===== src/rtl/ddr3_buffer_sched_pkg.sv =====
// Shared definitions for the DDR3 frame-buffer read scheduler:
// state encoding and the DDR3 word-address width.
package ddr3_pkg;

  localparam int DDR3_ADDR_W = 26;

  typedef enum logic [1:0] {
    IDLE = 2'd0,
    REQ  = 2'd1,
    DATA = 2'd2,
    DONE = 2'd3
  } sched_state_t;

endpackage


===== src/rtl/ddr3_buffer_sched.sv =====
// Ping-pong read scheduler: fetches each full DDR3 frame buffer in bursts,
// streams the beats to the pixel FIFO and pulses the matching clear when done.
module ddr3_buffer_sched
  import ddr3_pkg::*;
#(
  parameter int ADDR_W    = DDR3_ADDR_W,
  parameter int DATA_W    = 64,
  parameter int BURST_LEN = 16,
  parameter int BUF_WORDS = 4096,
  parameter int SPACE_W   = 10
) (
  input  logic              clk,
  input  logic              reset_n,
  input  logic              sched_en,
  input  logic [1:0]        buffer_full,
  input  logic [ADDR_W-1:0] buffer0_offset,
  input  logic [ADDR_W-1:0] buffer1_offset,
  output logic              clear_buffer0,
  output logic              clear_buffer1,
  output logic [ADDR_W-1:0] avm_address,
  output logic              avm_read,
  output logic [4:0]        avm_burstcount,
  input  logic              avm_waitrequest,
  input  logic [DATA_W-1:0] avm_readdata,
  input  logic              avm_readdatavalid,
  input  logic [SPACE_W-1:0] fifo_space,
  output logic [DATA_W-1:0] pix_data,
  output logic              pix_valid,
  output logic              busy,
  output logic              cur_buf
);

  localparam int NUM_BURSTS = BUF_WORDS / BURST_LEN;
  localparam int BEAT_W     = $clog2(BURST_LEN);
  localparam int BIDX_W     = (NUM_BURSTS > 1) ? $clog2(NUM_BURSTS) : 1;
  localparam logic [BEAT_W-1:0]  LAST_BEAT  = BEAT_W'(BURST_LEN - 1);
  localparam logic [BIDX_W-1:0]  LAST_BURST = BIDX_W'(NUM_BURSTS - 1);
  localparam logic [SPACE_W:0]   MIN_SPACE  = (SPACE_W + 1)'(BURST_LEN);

  sched_state_t      state;
  sched_state_t      next_state;
  logic [BEAT_W-1:0] beat_cnt;
  logic [BIDX_W-1:0] burst_idx;
  logic              space_ok;
  logic              start_ok;
  logic              burst_end;
  logic              last_burst;
  logic [ADDR_W-1:0] base_addr;

  // A burst is only issued when the FIFO can absorb every beat, since
  // readdatavalid cannot be back-pressured.
  assign space_ok   = {1'b0, fifo_space} >= MIN_SPACE;
  assign start_ok   = sched_en && buffer_full[cur_buf] && space_ok;
  assign burst_end  = (state == DATA) && avm_readdatavalid && (beat_cnt == LAST_BEAT);
  assign last_burst = (burst_idx == LAST_BURST);
  assign base_addr  = cur_buf ? buffer1_offset : buffer0_offset;

  always_ff @(posedge clk or negedge reset_n) begin
    if (!reset_n) state <= IDLE;
    else          state <= next_state;
  end

  always_comb begin
    next_state = state;
    case (state)
      IDLE: if (start_ok) next_state = REQ;
      REQ:  if (!avm_waitrequest) next_state = DATA;
      DATA: begin
        if (burst_end) begin
          if (last_burst)                next_state = DONE;
          else if (sched_en && space_ok) next_state = REQ;
          else                           next_state = IDLE;
        end
      end
      DONE:    next_state = IDLE;
      default: next_state = IDLE;
    endcase
  end

  always_comb begin
    avm_read       = 1'b0;
    avm_address    = '0;
    avm_burstcount = '0;
    clear_buffer0  = 1'b0;
    clear_buffer1  = 1'b0;
    busy           = (state != IDLE);
    case (state)
      REQ: begin
        avm_read       = 1'b1;
        avm_address    = base_addr + (ADDR_W'(burst_idx) << BEAT_W);
        avm_burstcount = 5'(BURST_LEN);
      end
      DONE: begin
        clear_buffer0 = !cur_buf;
        clear_buffer1 = cur_buf;
      end
      default: ;
    endcase
  end

  // Disabling mid-buffer restarts the buffer from its first burst; a low
  // FIFO with scheduling still enabled resumes at the next burst instead.
  always_ff @(posedge clk or negedge reset_n) begin
    if (!reset_n) begin
      beat_cnt  <= '0;
      burst_idx <= '0;
      cur_buf   <= 1'b0;
    end else begin
      if (state == DATA && avm_readdatavalid) beat_cnt <= beat_cnt + 1'b1;
      if (burst_end && !last_burst) burst_idx <= sched_en ? burst_idx + 1'b1 : '0;
      if (state == DONE) begin
        burst_idx <= '0;
        cur_buf   <= ~cur_buf;
      end
    end
  end

  always_ff @(posedge clk or negedge reset_n) begin
    if (!reset_n) begin
      pix_valid <= 1'b0;
      pix_data  <= '0;
    end else begin
      pix_valid <= (state == DATA) && avm_readdatavalid;
      if (state == DATA && avm_readdatavalid) pix_data <= avm_readdata;
    end
  end

endmodule


===== config.mk =====
export PLATFORM = sky130hd
export DESIGN_NAME = ddr3_buffer_sched
export DESIGN_NICKNAME = d
export VERILOG_FILES = /design/src/rtl/ddr3_buffer_sched_pkg.sv /design/src/rtl/ddr3_buffer_sched.sv
export SDC_FILE = /design/constraint.sdc
export NUM_CORES = 1
export LEC_CHECK = 0
export CORE_AREA = 2 2 110 112
export CTS_BUF_LIST = sky130_fd_sc_hd__clkbuf_2
export CTS_CLUSTER_DIAMETER = 100
export CTS_CLUSTER_SIZE = 20
export DETAILED_ROUTE_END_ITERATION = 6
export DIE_AREA = 0 0 112 114
export PLACE_DENSITY = 0.85
export SYNTH_ARGS = -nofsm -noshare
export SYNTH_HDL_FRONTEND = slang
export SYNTH_SLANG_ARGS = --single-unit

===== constraint.sdc =====
create_clock -name clk -period 4.4 [get_ports clk]
set_input_delay 0.44 -clock clk [delete_from_list [all_inputs] [get_ports clk]]
set_output_delay 0.44 -clock clk [all_outputs]
set_load 0.02 [all_outputs]

==> qor.yml <==
logic_synthesis:
  synth_edf_count: 0
  synthArstFlopShare_pct: 100
  syn_area_per_cell_sq_um: 8.26
  yosys_warnings: 0
  synth.area.top_cells: "dfrtp_1 (44%), nand2_1 (19%), mux2i_1 (4.6%), ha_1 (2.8%), mux2_2 (2.7%)"
  ys.flop_type: "dfrtp_1"
  yosysUniqueCellTypes: 55
  synth_area_sq_mm: 0.00455
  synthCells: 550
  seq_area_frac_synth_pct: 44.0
  ys_ff_latch: 80
  yosysTopAreaCell: "dfrtp_1"
  synth_top_area_share_pct: 44.0
power:
  comb_power_share_pct: 59.5
  ir_drop_mv: 0.397
  clkPwrFrac_pct: 8.8
  power_switching_mw: 1.64
  p_per_area_mw_per_mm2: 541
  seq_power_share_pct: 31.8
  switching_share_pct: 43.0
  p_total_mw: 3.81
  p_int_mw: 2.17
  p_leak_nw: 3.30
clocking:
  h-tree-depth: 3
  clk_pin_slew_worst_paths_ns: 0.24
  tritoncts: "built"
  cts.sink_count: 80
  cts_hold_buffers: 0
  insertion_delay_ns: 0.54
  cts_max_path_buffers: 2
  root_buffer: "clkbuf_2"
  numCtsBuffers: 9
grt:
  grt_overflow: 0
  use_met2_pct: 32.9
  grt_pass1_vias: 4480
  met1_usage_pct: 25.0
  grt_use_met3_pct: 9.09
  grt_pass1_wl_um: 21400
  track_usage_pct: 20.7
  antenna_found_initial: 0
  grt_max_degree: 81
  grt_busiest_layer: "met2"
route:
  drtIter0Drc: 227
  vias: 4615
  wire_per_inst_um: 14.4
  wl_um: 13200
  drtAntennaViolNets: 0
  first_pass_iters: 5
  drc: 0
  routed_via_density: 5.02
layout:
  syn_to_final_growth_pct: 54.8
  multi_input_area_sq_mm: 0.00239
  drive_above_1_share_pct: 6.87
  n_antenna_cell: 0
  fillers: 989
  nNetsFinal: 911
  stdcell_area_sq_mm: 0.00704
  ff_latch_area_sq_mm: 0.00201
floorplanning:
  start_util_pct: 38.8
  die_h_um: 114
  coreArea_sq_mm: 0.0117
  die_area_sq_mm: 0.0128
  die_x_um: 112
  ioPinCount: 234
  rows: 40
sta:
  setup_tns_ns: 0
  tightest_slew_ns: 1.11
  hold_ws_ns: 0.0291
  period_minus_slack_ns: 4.16
  slew_headroom_pct: 26.1
  setup_viol: 0
  finalWorstSetupSlack_ns: 0.238
  drv_slew: 0
  skew_ns: 0.0413
  post-route-period-util_pct: 94.6
  hold_viol_final: 0
  rsz0062_at_grt: "no"
  fmax_mhz: 240
critical_path:
  cpPeakStageDelay_ns: 0.66
  cp_num_buf_inv: 3
  critPathKind: "reg -> out"
  critPathTopFamily: "buffers and inverters"
  end_kind: "output pin"
  cp_common_cell: "a21oi_1"
  cpMaxStageDelayCell: "clkdlybuf4s50_1"
  cp.required_ns: 3.96
  cp_data_arrival_time_ns: 3.72
  crit_path_max_fanout: 14
  cp-start-kind: "register"
  crit_chain: "buf_12 -> mux2i_1 -> inv_1 -> ha_1 -> a21oi_1 -> nand4b_1 -> a31o_2 -> a21oi_1 -> mux2i_2 -> clkdlybuf4s50_1"
placed_design:
  port_buffers: 225
  preCtsSetupSlack_ns: 0.309
  dp_hpwl_um: 9720
  post_dp_cell_area_sq_mm: 0.00689
  gp_congestion: 0.894
outcome:
  outcome: "complete, no violations"
run:
  max_cap_viol_count: 0
min_path:
  hp-class: "in -> async"
-- logic make-up after synthesis --
logic type	count (synthesis)	synth area share [%]
and+or+nand+nor	315	30.1
DFF	80	44.0
AOI/OAI and AO/OA	65	9.69
buffers and inverters	38	3.96
muxes	32	7.35
adders and majority gates	11	3.19
xor gates and xnor gates	8	1.54
other	1	0.0825
-- per-stage QoR --
step,std cells,util (%)
detailed placement,901,58.8
CTS,918,59.8
floorplan,553,-
finish,919,60.1
global placement,901,58.8
global route,919,60.1
-- final timing paths --
path,from,to,depth (start not counted),slack [ns]
worst min-delay path,reset_n,pix_data[7],1,0.03
max in group asynchronous,reset_n,cur_buf,1,3.66
worst max-delay path,cur_buf,avm_address[17],10,0.24
worst min register to register,pix_data[62],pix_data[62],2,0.50
worst max register to register,state[0],burst_idx[6],6,2.18
min in group clk,avm_readdata[6],pix_data[6],3,0.38
-- flip-flops by register name, summed over array words and instances, names as in the netlist --
signal     cells
pix_valid      1
state          2
burst_idx      8
cur_buf        1
beat_cnt       4
pix_data      64
-- layout by cell type (no fill, tap or decap), drive strengths merged, types with 8 or more instances in the layout --
master / instances
a21oi: 14
and3: 10
buf: 8
clkbuf: 11
clkdlybuf4s50: 218
dfrtp: 80
ha: 10
inv: 10
mux2: 11
mux2i: 21
nand2: 225
nand3: 19
nor2: 17
o21ai: 15
-- per-layer routing --
metal | wire length (um) | up-vias
met1 | 5410 | 2089
met3 | 1610 | 24
met5 | 0 | -
li1 | - | 2265
met4 | 308 | 0
met2 | 5890 | 237
-- area by class of cell --
cell class | count | area share (%)
Tap cell | 147 | 2.61
Clock buffer | 11 | 0.783
Clock inverter | 5 | 0.462
Inverter | 9 | 0.480
Sequential cell | 80 | 28.5
Timing Repair Buffer | 232 | 33.1
Multi-Input combinational cell | 435 | 34.0
-- synth_stat cells, types with 2 or more instances --
library cell and instances:
nor2b_1 6, buf_6 2, inv_1 8, buf_2 3, nor2_1 17, ha_1 10
and3_1 9, mux2i_1 21, mux2_2 11, nor3_1 5, xnor2_1 7, o31ai_1 6
a31oi_1 3, clkbuf_1 15, nand4_1 4, or2_2 7, or4_1 2, nand3b_1 5
and2b_1 2, o31a_1 2, a21boi_0 2, nand3_1 19, nand2b_1 7, a21o_1 7
buf_4 5, nand2_1 225, a21oi_1 14, dfrtp_1 80, buf_1 4, o21ai_0 15
a32o_1 3
-- power by group through the flow --
stage	Combinational (mW)	Sequential (mW)	Clock (mW)
detailed placement	2.24	1.24	0
global placement	2.20	1.24	0
finish	2.26	1.21	0.334
CTS	2.29	1.21	0.352
global route	2.45	1.25	0.382
floorplan	0.914	1.53	0
-- timing repair --
action,4_1_cts,5_1_grt
endpoints found under the setup margin,4,11
gates resized for setup,2,8
pin swaps,0,1
setup buffers,1,1
Power figures use the tool's default switching activity.
==> RTL edit 1, RTL diff (same settings) <==
Set the package constant `DDR3_ADDR_W` to 22 (it was 26).
--- a/src/rtl/ddr3_buffer_sched_pkg.sv
+++ b/src/rtl/ddr3_buffer_sched_pkg.sv
@@ -2,7 +2,7 @@
 // state encoding and the DDR3 word-address width.
 package ddr3_pkg;
 
-  localparam int DDR3_ADDR_W = 26;
+  localparam int DDR3_ADDR_W = 22;
 
   typedef enum logic [1:0] {
     IDLE = 2'd0,
Ports: changed (resized avm_address, buffer0_offset and buffer1_offset); port bits go from 234 to 222. No check against the original RTL was run, so the function may have changed too.
==> RTL edit 1 against the unedited design <==
Sequential cell count is the same. Power grew 3.9%. Largest power group unchanged. Wire length shrank 9.4%. Setup slack worse by 7.0 ps. Non-clock buffer count fell by 17. Synthesized cell count is 34% lower. Global-route usage is 2.1 points lower. Design area is 7.4% lower. Clock skew shrank 9.8 ps. Area after synthesis is 8.4% lower.
==> RTL edit 1: results (changes against the unedited design) <==
synth:
  synth.area.top_cells: "dfrtp_1 (48%), mux2_2 (20%), ha_1 (3.0%), mux2i_1 (2.9%), nor2_1 (2.4%)"
  seq_area_frac_synth_pct: 48.1  # +4.0 points
global_route:
  met2_usage_pct: 32.5  # -0.40 points
  grt_pass1_wl_um: 19200  # -10%
  grt_pass1_vias: 3886  # -13%
  grt_usage_pct: 18.6  # -2.1 points
  use_met1_pct: 20.2  # -4.7 points
critical_path:
  max_stage_delay_ps: 640  # -20 ps
  r2r_end: "pix_data[31]"
  reg2reg_depth: 4  # -2
  critPathArrivalTime_ps: 3730  # about the same
  path_max_fanout: 10  # -4
detailed_routing:
  met2_length_um: 5870  # -0.27%
  first_pass_iters: 4  # -1
  met1_length_um: 4460  # -18%
  via_count: 3651  # -21%
  routedWlPerCell_um: 16.6  # +15%
sta:
  worst_pin_slew_ps: 1010  # -98.0 ps
  hold_slack_ps: 46.7  # +17.7 ps
  finalCriticalPeriod_ps: 4170  # +7.02 ps
place:
  port_buffers: 213  # -5.3%
  dpl.hpwl_um: 9290  # -4.5%
  dpl_cell_area_sq_um: 6400  # -7.1%
  pre_cts_ws_ps: 474  # +166 ps
  place_inst: 707  # -22%
run_status:
  status: "completed"
power_and_ir_drop:
  vdd_drop_max_uv: 421  # +6.1%
## RTL edit 1: repair_timing
action | 4_1_cts | 5_1_grt
buffers inserted | 0 | 0
hold endpoints to repair | 0 | 0
endpoints found under the setup margin | 0 | 6
resized for setup | 0 | 1
## RTL edit 1: report_power, final
group          internal [mW]  switching [mW]
clock                  0.136           0.266
sequential              1.07           0.219
combinational           1.19            1.07
total                   2.40            1.56
## RTL edit 1: cell type report
type                            instances  area (sq um)
Clock buffer                           10          50.0
Clock inverter                          6          67.6
Fill cell                             989          5200
Inverter                                6          22.5
Multi-Input combinational cell        259          2040
Sequential cell                        80          2000
Tap cell                              147           184
Timing Repair Buffer                  215          2140
## RTL edit 1: cells by family after synthesis
kind of cell | count (synthesis) | share of synthesized area (%)
adders and majority gates | 11 | 3.48
AOI/OAI and AO/OA | 49 | 7.39
and+or+nand+nor | 92 | 11.3
DFF | 80 | 48.1
buffers and inverters | 25 | 3.18
other | 1 | 0.0900
xor gates and xnor gates | 16 | 3.36
muxes | 87 | 23.2
==> RTL edit 2, RTL diff (same flow settings) <==
Made on the original files. Encoding of `sched_state_t`: now Gray code (2 bits for 4 states).
--- a/src/rtl/ddr3_buffer_sched_pkg.sv
+++ b/src/rtl/ddr3_buffer_sched_pkg.sv
@@ -5,10 +5,10 @@
   localparam int DDR3_ADDR_W = 26;
 
   typedef enum logic [1:0] {
-    IDLE = 2'd0,
-    REQ  = 2'd1,
-    DATA = 2'd2,
-    DONE = 2'd3
+    IDLE = 2'b00,
+    REQ  = 2'b01,
+    DATA = 2'b11,
+    DONE = 2'b10
   } sched_state_t;
 
 endpackage
Behaviour: same outputs for any inputs over 10 cycles, from zero or initial values and one cycle with reset_n low; not proved beyond that.
==> RTL edit 2 against the unedited design <==
Area after synthesis is essentially flat. Global-route usage down 0.60 points. Wire length decreased by 1.5%. Core utilization is essentially flat. Power decreased by 1.2%. Setup slack got worse by 15 ps. Sequential cell count unchanged. Design area hardly changed. Largest cell class unchanged. Largest power group unchanged.
==> RTL edit 2: results (changes against the unedited design) <==
detailed_routing:
  highest_layer: "met4"
  met1_length_um: 5380  # -0.43%
  dr_wl_met3_um: 1470  # -8.6%
  first_pass_iters: 4  # -1
  met2_length_um: 6010  # +2.1%
  drtIter0Drc: 212  # -6.6%
  wirelength_um: 13000  # -1.5%
  vias_per_cell: 4.94  # -1.6%
power_and_ir_drop:
  vdd_drop_max_uv: 355  # -10%
  p_leak_nw: 3.18  # -3.6%
  cellInternalPower_mw: 2.16  # -0.33%
place:
  port_buffers: 225  # unchanged
  dpl_cell_area_sq_um: 6870  # -0.25%
  gp_congestion: 0.858  # -4.1%
  dpl.hpwl_um: 9520  # -2.0%
final_layout:
  diodes: 0  # unchanged
  nNetsFinal: 912  # +0.11%
  largestRegisters: "pix_data (64), burst_idx (8), beat_cnt (4)"
  drive_above_1_share_pct: 7.12  # +0.26 points
  n_fill_cell: 1037  # +4.9%
sta:
  fin_worst_skew_ps: 15.2  # -26.1 ps
  worst_pin_slew_ps: 1120  # +13.6 ps
synth:
  synth.area.top_cells: "dfrtp_1 (44%), nand2_1 (19%), mux2i_1 (4.4%), mux2_2 (3.0%), ha_1 (2.8%)"
  synth-edff-count: 0  # unchanged
  async_flop_share_pct: 100  # unchanged
  seq_area_frac_synth_pct: 44.1  # about the same
  ys_top_cells_by_count: "nand2_1 (224), dfrtp_1 (80), mux2i_1 (20)"
  synth.distinct_cells: 55  # unchanged
  ys_warn_count: 0  # unchanged
run_status:
  status: "completed"
clock_tree:
  cts_root_buf: "clkbuf_2"
  tritoncts.num_buffers: 9  # unchanged
  cts_buffer_depth: 2  # unchanged
  htree_levels: 3  # unchanged
  path_clk_slew_ps: 210  # -30 ps
  clock_latency_ps: 510  # -30 ps
global_route:
  grt_pass1_wl_um: 20800  # -3.0%
  grt_max_degree: 81  # unchanged
  grt_antenna_before_repair: 0  # unchanged
  grt_usage_pct: 20.1  # -0.60 points
  grt_pass1_vias: 4346  # -3.0%
critical_path:
  path_max_fanout: 7  # -7
  critPathArrivalTime_ps: 3740  # +20 ps
hold_path:
  hp-class: "in2async"
-- RTL edit 2: worst paths after layout --
| path | start | to | slack (ps) | depth (start not counted) |
|---|---|---|---|---|
| worst max-delay path | cur_buf | avm_address[17] | 220 | 10 |
| worst min-delay path | reset_n | pix_data[24] | 40 | 1 |
| worst max register to register | state[0] | burst_idx[6] | 2430 | 5 |
| worst min register to register | pix_data[31] | pix_data[31] | 500 | 2 |
| max in group asynchronous | reset_n | cur_buf | 3660 | 1 |
| min in group clk | avm_readdata[34] | pix_data[34] | 410 | 3 |
-- RTL edit 2: kinds of logic after synthesis --
group,synth area share [%]
DFF,44.1
xor gates and xnor gates,1.54
and+or+nand+nor,30.8
AOI/OAI and AO/OA,9.09
adders and majority gates,3.19
other,0.0825
buffers and inverters,3.80
muxes,7.38
-- RTL edit 2: metal layers --
metal | vias to the layer above | global-route usage (%)
met3 | 10 | 8.40
li1 | 2260 | -
met2 | 199 | 32.9
met4 | 0 | 4.88
met5 | - | 0
met1 | 2070 | 24.9
-- RTL edit 2: final cells by class --
cell class                 count  area, sq um  area share, %
multi-input combinational    437         2410           34.2
clock buffer                  10         50.0          0.711
inverter                       7         26.3          0.373
sequential                    80         2000           28.5
timing repair buffer         233         2310           32.8
clock inverter                 5         58.8          0.835
tap                          147          184           2.61
-- RTL edit 2: stage by stage --
| stage | util, % | cells | worst slack [ps] |
|---|---|---|---|
| 6_report | 60.1 | 919 | 224 |
| 5_1_grt | 60.1 | 919 | -68.3 |
| 4_1_cts | 59.6 | 914 | 4.69 |
| 3_5_place_dp | 58.7 | 899 | 275 |
| 3_3_place_gp | 58.7 | 899 | 334 |
| 2_1_floorplan | - | 552 | 529 |
-- RTL edit 2: power by group through the flow --
stage / clock network, mW / registers (mW) / logic, mW
detailed placement: 0 / 1.22 / 2.15
global route: 0.435 / 1.24 / 2.36
floorplan: 0 / 1.50 / 0.893
CTS: 0.402 / 1.21 / 2.16
global placement: 0 / 1.22 / 2.12
finish: 0.384 / 1.20 / 2.18
-- RTL edit 2: what timing repair did --
item	CTS	global route
pin swaps	0	1
gates resized for setup	1	5
endpoints found under the hold margin	0	0
endpoints found under the setup margin	1	8
setup buffers	0	5
-- RTL edit 2: critical path, cell delays in order, from the launching register on --
cell and delay [ps]:
dfrtp_2 500, buf_2 220, buf_4 130, mux2_2 330, ha_1 360, o21a_1 140, o21ai_0 120, a31o_2 290
a21oi_1 200, mux2i_1 300, clkdlybuf4s50_1 660
